## config.mk

```make
export PLATFORM = sky130hd
export DESIGN_NAME = oam_dma_ctrl
export DESIGN_NICKNAME = d
export VERILOG_FILES = /design/src/rtl/oam_dma_ctrl.sv
export SDC_FILE = /design/constraint.sdc
export NUM_CORES = 1
export LEC_CHECK = 0
export ABC_AREA = 1
export BUFFER_PORTS_ARGS = -buffer_cell sky130_fd_sc_hd__buf_2
export CAP_MARGIN = 15
export CORE_MARGIN = 4
export CORE_UTILIZATION = 29
export CTS_CLUSTER_DIAMETER = 100
export DETAILED_ROUTE_END_ITERATION = 10
export MAX_ROUTING_LAYER = met4
export PLACE_DENSITY = 0.55
export SYNTH_ARGS = -nofsm -noshare
export SYNTH_HDL_FRONTEND = slang
export SYNTH_SLANG_ARGS = --single-unit
```

## constraint.sdc

```tcl
create_clock -name clk -period 4.75 [get_ports clk]
set_input_delay 1.425 -clock clk [delete_from_list [all_inputs] [get_ports clk]]
set_output_delay 1.425 -clock clk [all_outputs]
set_load 0.03 [all_outputs]
```

## src/rtl/oam_dma_ctrl.sv

```systemverilog
// OAM DMA sequencer: copies LEN bytes from a source page into object attribute
// memory at DST_BASE, owning the shared bus and holding the CPU off via cpu_grant.
module oam_dma_ctrl #(
   parameter int unsigned LEN      = 160,
   parameter logic [15:0] DST_BASE = 16'hFE00
) (
   input  logic        clk,
   input  logic        rst,
   input  logic        start,
   input  logic [7:0]  src_page,
   output logic        cpu_grant,
   output logic        busy,
   output logic        done,
   output logic [15:0] dma_addr,
   output logic        addr_oe,
   input  logic [7:0]  dma_rdata,
   output logic [7:0]  dma_wdata,
   output logic        data_oe,
   output logic        mem_cs,
   output logic        mem_oe,
   output logic        mem_we
);

   typedef enum logic [2:0] {StIdle, StArb, StRdA, StRdB, StWrA, StWrB, StDone} state_e;

   state_e      state_q, state_d;
   logic [7:0]  count_q, count_d;
   logic [7:0]  page_q, page_d;
   // A start seen mid-byte is parked here until the byte's write completes.
   logic        pend_q, pend_d;
   logic [7:0]  pend_page_q, pend_page_d;

   logic        rd_d, wr_d;
   logic [15:0] addr_d;

   // Echo region 0xE0..0xFF mirrors 0xC0..0xDF.
   function automatic logic [7:0] eff_page(input logic [7:0] p);
      return (p >= 8'hE0) ? (p - 8'h20) : p;
   endfunction

   // Next-state, count, page and pending-restart selection
   always_comb begin
      state_d     = state_q;
      count_d     = count_q;
      page_d      = page_q;
      pend_d      = pend_q;
      pend_page_d = pend_page_q;
      if (start && (state_q inside {StArb, StRdA, StRdB, StWrA})) begin
         pend_d      = 1'b1;
         pend_page_d = src_page;
      end
      unique case (state_q)
         StIdle: begin
            if (start) begin
               page_d  = src_page;
               count_d = 8'h00;
               pend_d  = 1'b0;
               state_d = StArb;
            end
         end
         StArb:  state_d = StRdA;
         StRdA:  state_d = StRdB;
         StRdB:  state_d = StWrA;
         StWrA:  state_d = StWrB;
         StWrB: begin
            if (start || pend_q) begin
               page_d  = start ? src_page : pend_page_q;
               pend_d  = 1'b0;
               count_d = 8'h00;
               state_d = StRdA;
            end else if (count_q == 8'(LEN - 1)) begin
               state_d = StDone;
            end else begin
               count_d = count_q + 8'd1;
               state_d = StRdA;
            end
         end
         StDone: begin
            if (start) begin
               page_d  = src_page;
               count_d = 8'h00;
               state_d = StArb;
            end else begin
               state_d = StIdle;
            end
         end
         default: state_d = StIdle;
      endcase
   end

   // Output values for the state about to be entered, so outputs are registered
   always_comb begin
      rd_d = (state_d == StRdA) || (state_d == StRdB);
      wr_d = (state_d == StWrA) || (state_d == StWrB);
      if (rd_d) begin
         addr_d = {eff_page(page_d), count_d};
      end else if (wr_d) begin
         addr_d = DST_BASE + {8'h00, count_d};
      end else begin
         addr_d = 16'h0000;
      end
   end

   // FSM state and registered outputs
   always_ff @(posedge clk) begin
      if (rst) begin
         state_q     <= StIdle;
         count_q     <= 8'h00;
         page_q      <= 8'h00;
         pend_q      <= 1'b0;
         pend_page_q <= 8'h00;
         cpu_grant   <= 1'b1;
         busy        <= 1'b0;
         done        <= 1'b0;
         dma_addr    <= 16'h0000;
         addr_oe     <= 1'b0;
         data_oe     <= 1'b0;
         mem_cs      <= 1'b0;
         mem_oe      <= 1'b0;
         mem_we      <= 1'b0;
         dma_wdata   <= 8'h00;
      end else begin
         state_q     <= state_d;
         count_q     <= count_d;
         page_q      <= page_d;
         pend_q      <= pend_d;
         pend_page_q <= pend_page_d;
         cpu_grant   <= (state_d == StIdle);
         busy        <= (state_d != StIdle);
         done        <= (state_d == StDone);
         dma_addr    <= addr_d;
         addr_oe     <= rd_d || wr_d;
         data_oe     <= wr_d;
         mem_cs      <= rd_d || wr_d;
         mem_oe      <= rd_d;
         mem_we      <= (state_d == StWrB);
         if (state_q == StRdB) begin
            dma_wdata <= dma_rdata;
         end
      end
   end

endmodule

```

==> flow_summary.toml <==
[global_route]
maximum_number_of_pins_on_one_net_before_global_route_repair = 28
first_global_vias = 2236
globalRouteTotalUtil = 0.129
antenna_violations_before_repair = 0
grt_first_pass_wirelength_um = 10200
grt_overflow_total = 0

[placement]
port_buffers = 50
gp_weighted_congestion = 0.925
detailedPlacementHpwl_um = 4330

[power_and_ir_drop]
share_comb_of_total_power = 0.151
design_power_total_mw = 1.10
power_per_cell_area_mw_per_mm2 = 354
p_int_mw = 0.767
peakVddDrop_mv = 0.141
p_leak_nw = 1.52
power.sequential.fraction = 0.485
switchingPower_mw = 0.331
power_frac_clock = 0.364
power_switching_share = 0.301

[worst_setup_path]
critPathKind = "in2reg"
required_ns = 4.98
peak_per_stage_delay_on_the_critical_path_ns = 0.25
timing.critical_path.slowest_stage_cell = "sky130_fd_sc_hd__nor2_4"
critPathLaunchType = "input pin"
crit_arrival_ns = 2.83
cp_cell_sequence = "buf_2, inv_2, nand2_2, nor2_4, nand3_4, nand2_4, a21oi_4, nor2_8, nor2_1"
r2r_setup_slack_ns = 2.92
worst-path-max-fanout = 22
cp-end-kind = "register"

[floorplan]
die_h_um = 103
core_area_mm2 = 0.00872
ioPinCount = 51
placement_rows = 34
design.die.area_mm2 = 0.0105
initial_utilization = 0.297
die_w_um = 103

[clocking]
cts_hold_buffers = 0
post-cts-setup-buffers = 0
cts_htree_levels = 3
cts.repair.resized = 0
tritoncts = "yes"
cts_buffers = 9
cts.sink_count = 59
path_clk_slew_ns = 0.07
cts-root-to-sink-buffers = 2
clock_insertion_delay_worst_skew_ns = 0.35
clock-root-buffer = "sky130_fd_sc_hd__clkbuf_8"

[sta]
hold_violations = 0
final_period_util = 0.547
timing.clock.skew_ns = 0.00777
max-slew-margin-rel = 0.513
period_minus_slack_ns = 2.60
setup_viol_count_final = 0
peak_clock_frequency_supported_by_timing_ghz = 0.385
grt_setup_unrepaired = "no"
timing.final.max_slew_violations = 0
setup_tns_ns = 0
worstMarginPinSlew_ns = 0.730

[layout]
nFillCells = 937
syn_to_final_growth_pct = 19.9
postLayoutCoreUtil = 0.356
drive_above_1_share = 0.217
antennaDiodeCount = 0
final_nets = 432

[synth]
synth_enable_flop_cells = 0
ys_ff_latch = 59
sequential_to_total_area_share_from_yosys_stat = 0.456
netlist_area_mm2 = 0.00259
net_count_synth = 379
synth_ff_type = "sky130_fd_sc_hd__dfxtp_1"
synth.distinct_cells = 29
syn-instance-count = 358
ys_warn_count = 0
syn_avg_cell_area_um2 = 7.23
postSynth.asyncResetShare = 0

[run_status]
status = "finished clean"

[drt]
route.detailed.wl_per_inst_um = 11.3
postRouteWirelength_um = 5930
drt-vias-per-instance = 4.53
drtIter0Drc = 93
detailroute.via_count = 2371
drt_drc_violations_left = 0
detail_route.first_pass.iterations = 4
count_of_nets_left_with_antenna_violations_after_detail_routing = 0

[run]
maxCapViolCount = 0

[hold_path]
type_of_the_worst_min_delay_path = "reg2reg"
state kept, by name (all words and copies together), names as in the netlist:
name	count
dma_addr	16
count_q	8
dma_wdata	8
page_q	8
pend_page_q	8
state_q	3
busy	1
cpu_grant	1
data_oe	1
done	1
mem_cs	1
mem_oe	1
mem_we	1
pend_q	1
final cells by class:
| type | instances | area, um^2 | area share |
|---|---|---|---|
| sequential | 59 | 1180 | 0.380 |
| multi-input combinational | 240 | 1180 | 0.380 |
| timing repair buffer | 50 | 250 | 0.0806 |
| inverter | 51 | 191 | 0.0616 |
| clock buffer | 10 | 138 | 0.0443 |
| tap | 108 | 135 | 0.0435 |
| clock inverter | 5 | 30.0 | 0.00967 |
layout by cell type, fill, tap and decap left out, types with 7 or more instances in the layout:
master	netlist	layout
sky130_fd_sc_hd__clkbuf_8	0	10
sky130_fd_sc_hd__inv_1	43	43
sky130_fd_sc_hd__nor2_1	56	56
sky130_fd_sc_hd__o21ai_0	38	38
sky130_fd_sc_hd__buf_2	3	50
sky130_fd_sc_hd__dfxtp_1	59	59
sky130_fd_sc_hd__inv_2	8	8
sky130_fd_sc_hd__nand3_1	20	20
sky130_fd_sc_hd__a21oi_1	7	7
sky130_fd_sc_hd__nand2_1	88	88
kinds of logic (layout without fill, tap and decap cells):
kind of cell | after synthesis | after routing | synth area share
compound gates | 54 | 54 | 0.120
xor+xnor | 1 | 1 | 0.00338
fa+ha+maj | 2 | 2 | 0.00966
buf+inv | 59 | 116 | 0.0884
flops | 59 | 59 | 0.456
simple gates | 183 | 183 | 0.322
routing by layer:
| metal | wire length, um | track usage | vias up |
|---|---|---|---|
| met4 | 150 | 0.0585 | 0 |
| li1 | - | - | 1232 |
| met1 | 2660 | 0.157 | 1057 |
| met3 | 352 | 0.0440 | 17 |
| met5 | 0 | - | - |
| met2 | 2760 | 0.193 | 65 |
power groups by stage:
stage / Sequential, mW / Clock (mW) / Combinational [mW]
final: 0.533 / 0.400 / 0.166
after global routing: 0.536 / 0.447 / 0.188
after CTS: 0.533 / 0.417 / 0.168
after detailed placement: 0.544 / 0 / 0.168
after global placement: 0.544 / 0 / 0.164
after floorplan: 0.564 / 0 / 0.103
metrics by stage:
step | cells | worst slack, ns | hold slack, ns | instance area, um^2
global placement | 508 | 1.87 | 0.444 | 2940
floorplan | 358 | 2.23 | 0.424 | 2590
detailed placement | 508 | 1.79 | 0.447 | 2940
finish | 523 | 2.15 | 0.456 | 3110
global route | 523 | 1.99 | 0.492 | 3110
CTS | 523 | 2.15 | 0.458 | 3110
worst max-delay path: cells and delay by family:
| family | cells | cell delay (ns) |
|---|---|---|
| buffers and inverters | 2 | 0.38 |
| AND/OR/NAND/NOR | 6 | 0.92 |
| AO/OA/AOI/OAI | 1 | 0.10 |
cell usage after synthesis (3+ instances only):
master                      n  share of area
sky130_fd_sc_hd__inv_1     43          0.062
sky130_fd_sc_hd__nand2_2    4         0.0097
sky130_fd_sc_hd__o211ai_1   4          0.012
sky130_fd_sc_hd__nor2_1    56          0.081
sky130_fd_sc_hd__o21ai_0   38          0.073
sky130_fd_sc_hd__a21oi_1    7          0.014
sky130_fd_sc_hd__inv_2      8          0.012
sky130_fd_sc_hd__dfxtp_1   59           0.46
sky130_fd_sc_hd__clkbuf_1   4         0.0058
sky130_fd_sc_hd__nand3_1   20          0.039
sky130_fd_sc_hd__nand2_1   88           0.13
sky130_fd_sc_hd__buf_2      3         0.0058
worst paths after layout:
path	startpoint	endpoint	cells past startpoint
worst min register to register	pend_page_q[4]	pend_page_q[4]	2
worst min-delay path	pend_page_q[4]	pend_page_q[4]	2
worst max-delay path	start	dma_addr[1]	9
worst max register to register	state_q[2]	dma_addr[14]	9
Power figures use the tool's default switching activity.
